`src/rtl/z80_io_ports.sv`:
```
// Z80-side I/O port decoder: command/reply latch strobes, command NMI and
// the four ROM bank registers that form the banked M1-ROM address.
module z80_io_ports (
  input  logic        CLK,
  input  logic        nRESET,
  input  logic        nIORQ,
  input  logic        nRD,
  input  logic        nWR,
  input  logic        nM1,
  input  logic [15:0] SDA,
  input  logic        nSDW,
  output logic        nSDZ80R,
  output logic        nSDZ80W,
  output logic        nSDZ80CLR,
  output logic        nNMI,
  output logic [4:0]  BANK0,
  output logic [5:0]  BANK1,
  output logic [6:0]  BANK2,
  output logic [7:0]  BANK3,
  output logic [18:0] SDRA
);

  logic io_rd, io_wr, access, access_q, start;
  logic port_cmd, port_bank, port_reply;
  logic sdw_s1, sdw_s2, sdw_q, sdw_rise;
  logic nmi_en, nmi_pend, nmi_off;

  always_comb begin
    io_rd      = ~nIORQ & nM1 & ~nRD;
    io_wr      = ~nIORQ & nM1 & ~nWR;
    access     = io_rd | io_wr;
    start      = access & ~access_q;
    port_cmd   = (SDA[3:2] == 2'b00);
    port_bank  = (SDA[3:2] == 2'b10);
    port_reply = (SDA[3:2] == 2'b11);
    sdw_rise   = sdw_s2 & ~sdw_q;
    nmi_off    = start & io_wr & port_bank & SDA[4];
  end

  // access_q resets high so an access spanning reset release is not a new start
  always_ff @(posedge CLK or negedge nRESET) begin
    if (!nRESET) begin
      access_q  <= 1'b1;
      nSDZ80R   <= 1'b1;
      nSDZ80W   <= 1'b1;
      nSDZ80CLR <= 1'b1;
      nNMI      <= 1'b1;
      sdw_s1    <= 1'b1;
      sdw_s2    <= 1'b1;
      sdw_q     <= 1'b1;
      nmi_en    <= 1'b0;
      nmi_pend  <= 1'b0;
      BANK0     <= 5'h02;
      BANK1     <= 6'h06;
      BANK2     <= 7'h0E;
      BANK3     <= 8'h1E;
    end else begin
      access_q  <= access;
      nSDZ80R   <= ~(io_rd & port_cmd & (start | ~nSDZ80R));
      nSDZ80W   <= ~(io_wr & port_reply & (start | ~nSDZ80W));
      nSDZ80CLR <= ~(start & io_wr & port_cmd);
      sdw_s1    <= nSDW;
      sdw_s2    <= sdw_s1;
      sdw_q     <= sdw_s2;
      nNMI      <= ~nmi_pend;

      if (start & io_wr & port_bank)
        nmi_en <= ~SDA[4];

      // disable beats a new command, a new command beats the read-clear
      if (nmi_off)
        nmi_pend <= 1'b0;
      else if (sdw_rise & nmi_en)
        nmi_pend <= 1'b1;
      else if (start & io_rd & port_cmd)
        nmi_pend <= 1'b0;

      if (start & io_rd & port_bank) begin
        case (SDA[1:0])
          2'd3:    BANK0 <= SDA[12:8];
          2'd2:    BANK1 <= SDA[13:8];
          2'd1:    BANK2 <= SDA[14:8];
          default: BANK3 <= SDA[15:8];
        endcase
      end
    end
  end

  always_comb begin
    if (!SDA[15])      SDRA = {4'b0, SDA[14:0]};
    else if (!SDA[14]) SDRA = {BANK0, SDA[13:0]};
    else if (!SDA[13]) SDRA = {BANK1, SDA[12:0]};
    else if (!SDA[12]) SDRA = {BANK2, SDA[11:0]};
    else if (!SDA[11]) SDRA = {BANK3, SDA[10:0]};
    else               SDRA = '0;
  end

endmodule

```
`config.mk`:
```
export PLATFORM = sky130hd
export DESIGN_NAME = z80_io_ports
export DESIGN_NICKNAME = d
export VERILOG_FILES = /design/src/rtl/z80_io_ports.sv
export SDC_FILE = /design/constraint.sdc
export NUM_CORES = 1
export LEC_CHECK = 0
export ABC_AREA = 0
export CAP_MARGIN = 15
export CORE_MARGIN = 2
export CORE_UTILIZATION = 38
export DETAILED_ROUTE_END_ITERATION = 16
export GPL_TIMING_DRIVEN = 0
export PLACE_DENSITY = 0.85
export SLEW_MARGIN = 20
export SYNTH_ARGS = -nofsm -noshare
export SYNTH_HDL_FRONTEND = slang
export SYNTH_SLANG_ARGS = --single-unit
```
`constraint.sdc`:
```
create_clock -name CLK -period 1.3 [get_ports CLK]
set_input_delay 0.26 -clock CLK [delete_from_list [all_inputs] [get_ports CLK]]
set_output_delay 0.26 -clock CLK [all_outputs]
set_load 0.01 [all_outputs]
```
==> flow_metrics.env, run 1 <==
export IMPL_setup_worst_path_end_class="output pin"
export IMPL_drt_iter0_drc=108
export IMPL_path_buf_inv=1
export IMPL_grt_max_degree=27
export IMPL_htreeDepth=2
export IMPL_cts_buffers=5
export IMPL_finalSetupViolations=47
export IMPL_post_drt_wl_per_cell_um=17.48
export IMPL_dieHeight_um=71.80
export IMPL_clock_path_buffers=2
export IMPL_path_max_fanout=2
export IMPL_pwr_share_clk_pct=31.8
export IMPL_cts_tree="yes"
export IMPL_cp_cell_sequence="nand2b_1 -> a31o_2 -> a21oi_2 -> buf_2"
export IMPL_power_switching_mw=0.8369
export IMPL_drive_gt1_share_pct=55.02
export IMPL_status="finished with violations"
export IMPL_grt_pass1_vias=1572
export IMPL_layout_commonest_cell="mux2_2"
export IMPL_arrival_ns=1.41
export IMPL_place_ws_ns=-1.196
export IMPL_netlist_cell_type_count=24
export IMPL_core_area_mm2=0.004384
export IMPL_violations="negative setup slack"
export IMPL_setup_slack_ns=-0.3688
export IMPL_ys_warn_count=0
export IMPL_viasPerCell=5.199
export IMPL_post_dp_hpwl_um=3434
export IMPL_areaGrowthSynthToFinish_pct=64.97
export IMPL_max_vdd_ir_drop_mv=0.6544
export IMPL_ys_seq_area_share_pct=52.87
export IMPL_syn_avg_cell_area_um2=11.80
export IMPL_die_w_um=71.80
export IMPL_syn_cell_area_mm2=0.001747
export IMPL_sw_frac_of_total_pct=26.94
export IMPL_fp_row_count=24
export IMPL_rsz0062_at_grt="true"
export IMPL_clock_latency_ns=0.30
export IMPL_ant_nets=0
export IMPL_internal_power_mw=2.269
export IMPL_grt_overflow=0
export IMPL_critPathKind="reg2out"
export IMPL_relSlewSlack_pct=68.23
export IMPL_fmax_mhz=599.2
export IMPL_final_cell_mix="mux2_2, dlygate4sd2_1, buf_2"
export IMPL_synthCells=148
export IMPL_max_slew_worst_pin_slew_ns=0.4765
export IMPL_holdWs_ns=0.2598
export IMPL_drt_pass1_iter_count=4
export IMPL_wl_um=5261
export IMPL_hold_class="in2reg"
export IMPL_io_pins=72
export IMPL_fin_skew_ns=0.009391
export IMPL_critPathTopFamily="flip-flops"
export IMPL_start_kind="register"
export IMPL_p_seq_share_pct=43.6
export IMPL_clock_root_buffer="clkbuf_8"
export IMPL_drc=0
export IMPL_drv_slew=0
export IMPL_fillCellCount=337
export IMPL_synth_seq_cells=36
export IMPL_antenna_found_initial=0
export IMPL_start_util_pct=39.84
export IMPL_vias=1565
export IMPL_grtUsageTotal_pct=19.88
export IMPL_cap_violations=0
export IMPL_critPathMaxStageDelay_ns=0.56
export IMPL_cp_data_required_time_ns=1.04
export IMPL_port_buffers=70
export IMPL_leakage_nw=1.384
export IMPL_diodes=0
export IMPL_final_nets=271
export IMPL_gp_congestion=0.7671
export IMPL_die_area_mm2=0.005155
export IMPL_period_needed_ns=1.669
export IMPL_grt_pass1_wl_um=7790
export IMPL_crit_slowest_cell="dfstp_2"
export IMPL_finalHoldViolations=0
export IMPL_fin_setup_tns_ns=-8.291
export IMPL_syn_num_nets=171
export IMPL_clkTransAtPathRegs_ns=0.08
export IMPL_p_per_area_mw_per_mm2=1078
export IMPL_cts_sinks=36
export IMPL_min_period_over_period_pct=128.4
export IMPL_comb_power_share_pct=24.6
[Yosys cell counts]
cell type | instances | area share, %
mux2_2 | 27 | 17
dfrtp_1 | 18 | 26
dfstp_2 | 18 | 27
and2_1 | 12 | 4.3
o21ai_0 | 9 | 2.6
nand2_1 | 8 | 1.7
nand2b_1 | 8 | 2.9
nand3b_1 | 7 | 3.0
a21oi_1 | 6 | 1.7
clkbuf_1 | 6 | 1.3
and3_1 | 5 | 1.8
nor2_1 | 5 | 1.1
nor2b_1 | 3 | 1.1
a31oi_1 | 2 | 0.72
inv_1 | 2 | 0.43
nand3_1 | 2 | 0.57
nand4_1 | 2 | 0.72
nand4b_2 | 2 | 1.7
a31o_2 | 1 | 0.50
mux2i_1 | 1 | 0.57
nand3_2 | 1 | 0.57
nor4b_1 | 1 | 0.50
nor4b_4 | 1 | 1.4
o221a_2 | 1 | 0.64
[path summary, 6_finish.rpt]
check,start,end,slack (ns),cells past startpoint
min in group asynchronous,nRESET,nmi_en,0.38,2
hold reg to reg,sdw_s1,sdw_s2,0.36,0
setup / recovery,BANK2[2],SDRA[14],-0.37,4
setup reg to reg,access_q,BANK0[4],-0.21,5
max in group asynchronous,nRESET,BANK3[1],0.44,3
hold / removal,SDA[15],BANK3[7],0.26,2
[cell families (layout without fill, tap and decap cells)]
family,count (synthesis),in the layout,share of synthesized area (%)
compound gates,19,19,6.160
buf+inv,8,109,1.719
mux,28,28,17.98
simple gates,57,57,21.28
flops,36,36,52.87
[routing by layer]
layer,GRT usage [%],wire [um],part of all wire (%)
met1,25.38,2124,40
met2,32.92,2688,51
met3,5.063,325,6.2
met4,6.709,122,2.3
met5,0,0,0
[cell type report]
class                   instances  area (um^2)  area share (%)
inverters                       2        7.507          0.2605
clock inverters                 3        42.54           1.476
repair buffers                 93        808.3           28.05
plain buffers                   6        55.05           1.911
well taps                      52        65.06           2.258
clock buffers                   5        68.82           2.388
multi-input cells             104        910.9           31.61
flip-flops and latches         36        923.4           32.05
[stage by stage]
stage               power [mW]  area (um^2)  util [%]  std cells
finish                   3.106         2882     65.72        301
global route             3.241         2882     65.72        301
CTS                      3.083         2839     64.75        300
detailed placement       2.075         2531     57.73        271
global placement         2.046         2516     57.39        270
floorplan                1.629         1750         -        148
[state kept, by name, indices dropped and copies added (netlist names)]
name       flops
BANK3          8
BANK2          7
BANK1          6
BANK0          5
access_q       1
nNMI           1
nSDZ80CLR      1
nSDZ80R        1
nSDZ80W        1
nmi_en         1
nmi_pend       1
sdw_q          1
sdw_s1         1
sdw_s2         1
[power groups by stage]
stage,clock network [mW],logic (mW),registers (mW)
final,0.987,0.763,1.36
after global routing,1.06,0.817,1.37
after CTS,1.00,0.729,1.35
after detailed placement,0,0.695,1.38
after global placement,0,0.673,1.37
after floorplan,0,0.220,1.41
[timing repair]
item / CTS / global route
endpoints found under the hold margin: 2 / 0
resized for setup: 198 / 17
pin swaps: 10 / 6
hold buffers: 1 / 0
setup buffers: 20 / 3
cloned: 0 / 0
setup endpoints to repair: 77 / 56
(Power assumes the default switching activity.)
==> inputs of run 2 (changes only) <==
- CAP_MARGIN: 15 -> 20
- CTS_CLUSTER_DIAMETER: default -> 60
- PLACE_DENSITY: 0.85 -> 0.75
==> flow_metrics.env, run 2 (same netlist as run 1, synthesis figures left out) <==
export IMPL_fmax_mhz=592.3
export IMPL_viasPerCell=5.050
export IMPL_cts_tree="yes"
export IMPL_die_w_um=71.80
export IMPL_p_per_area_mw_per_mm2=1046
export IMPL_power_switching_mw=0.7717
export IMPL_hold_class="in2reg"
export IMPL_post_dp_hpwl_um=3349
export IMPL_fin_skew_ns=0.004259
export IMPL_max_vdd_ir_drop_mv=0.6430
export IMPL_vias=1530
export IMPL_finalHoldViolations=0
export IMPL_status="finished with violations"
export IMPL_setup_worst_path_end_class="output pin"
export IMPL_start_kind="register"
export IMPL_start_util_pct=39.84
export IMPL_layout_commonest_cell="mux2_2"
export IMPL_grt_max_degree=26
export IMPL_relSlewSlack_pct=79.97
export IMPL_grt_pass1_vias=1504
export IMPL_largest_reg_flops=8
export IMPL_use_met3_pct=4.079
export IMPL_setup_worst_path_end="SDRA[14]"
export IMPL_path_max_fanout=3
export IMPL_p_seq_share_pct=45.9
export IMPL_clock_path_buffers=2
export IMPL_ff2ff_path_depth=4
export IMPL_htreeDepth=2
export IMPL_port_buffers=70
export IMPL_comb_power_share_pct=25.2
export IMPL_io_pins=72
export IMPL_leakage_nw=1.386
export IMPL_power_total_mw=2.948
export IMPL_sw_frac_of_total_pct=26.18
export IMPL_final_core_utilization_pct=64.27
export IMPL_grt_overflow=0
export IMPL_core_area_mm2=0.004384
export IMPL_areaGrowthSynthToFinish_pct=61.32
export IMPL_period_needed_ns=1.688
export IMPL_final_nets=273
export IMPL_die_area_mm2=0.005155
export IMPL_antenna_found_initial=0
export IMPL_setup_slack_ns=-0.3883
export IMPL_rsz0062_at_grt="true"
export IMPL_top_register="BANK3"
export IMPL_cts_sinks=36
export IMPL_top_usage_layer="met2"
export IMPL_min_period_over_period_pct=129.9
export IMPL_grtUsageMet1_pct=26.64
export IMPL_max_slew_worst_pin_slew_ns=0.2998
export IMPL_cap_violations=0
export IMPL_diodes=0
export IMPL_ant_nets=0
export IMPL_placedCellCount=271
export IMPL_whs_path_depth=2
export IMPL_final_cell_mix="mux2_2, dlygate4sd2_1, buf_2"
export IMPL_clock_root_buffer="clkbuf_8"
export IMPL_violations="negative setup slack"
export IMPL_rr_startpoint="access_q"
export IMPL_final_cells=303
export IMPL_rrSetupSlack_ns=-0.23
export IMPL_wl_um=4852
export IMPL_drv_slew=0
export IMPL_critPathKind="reg2out"
export IMPL_post_drt_wl_per_cell_um=16.01
export IMPL_clock_latency_ns=0.28
export IMPL_fillCellCount=363
export IMPL_cp_data_required_time_ns=1.04
export IMPL_fp_row_count=24
export IMPL_finalSetupViolations=46
export IMPL_cts_buffers=5
export IMPL_clkTransAtPathRegs_ns=0.07
export IMPL_internal_power_mw=2.177
export IMPL_pwr_share_clk_pct=28.9
export IMPL_drive_gt1_share_pct=54.98
export IMPL_drt_pass1_iter_count=4
export IMPL_worst_r2r_endpoint="BANK2[6]"
export IMPL_arrival_ns=1.43
export IMPL_reg_top3="BANK3 x8, BANK2 x7, BANK1 x6"
export IMPL_grtUsageTotal_pct=20.03
export IMPL_dieHeight_um=71.80
export IMPL_grt_pass1_wl_um=7838
export IMPL_crit_start="BANK3[3]"
export IMPL_drc=0
export IMPL_drt_iter0_drc=95
export IMPL_use_met2_pct=32.61
export IMPL_gp_congestion=0.7278
run 2: worst min path at each step:
stage	from	slack, ns	endpoint
after floorplan	nRESET	-0.04	BANK0[0]
after global placement	sdw_s1	0.35	sdw_s2
after detailed placement	nRESET	0.16	nmi_en
after CTS	SDA[15]	0.27	BANK3[7]
after global routing	SDA[14]	0.26	BANK3[6]
final	SDA[14]	0.26	BANK2[6]
run 2: cell type report:
cell class	instances	area [um^2]	share of cell area [%]
timing repair buffer	95	770.7	27.35
buffer	6	51.30	1.821
multi-input combinational	104	899.6	31.93
inverter	2	7.507	0.2664
clock buffer	8	100.1	3.552
sequential	36	923.4	32.77
tap	52	65.06	2.309
run 2: critical path: stages, from the launching register on:
cell      delay (ns)
dfstp_2         0.54
nand3b_1        0.09
a31o_2          0.25
a21oi_2         0.13
buf_2           0.14
run 2: repair_timing:
item,in CTS,in global routing
endpoints found under the hold margin,4,0
buffers inserted,17,7
pin swaps,8,6
cloned,0,0
hold buffers,1,0
gates resized for setup,172,46
setup endpoints to repair,77,58
run 2: power by group through the flow:
stage                     clock network [mW]  registers [mW]  logic [mW]
after global routing                   0.928            1.37       0.803
final                                  0.851            1.35       0.742
after floorplan                            0            1.41       0.220
after CTS                              0.875            1.35       0.687
after detailed placement                   0            1.38       0.692
after global placement                     0            1.37       0.679
run 2: through the flow:
step	instance area (um^2)	TNS (ns)	hold slack (ns)	setup slack, ns
6_report	2818	-7.069	0.2612	-0.3883
2_1_floorplan	1750	-1.900	-0.03559	-0.1155
4_1_cts	2760	-8.105	0.2718	-0.4204
3_3_place_gp	2516	-63.93	0.3474	-1.175
5_1_grt	2818	-9.503	0.2598	-0.4606
3_5_place_dp	2531	-41.02	0.1624	-1.188
run 2: per-layer routing:
layer / routed length (um) / share of wire (%)
met1: 2043 / 42
met2: 2516 / 52
met4: 59 / 1.2
met3: 232 / 4.8
met5: 0 / 0
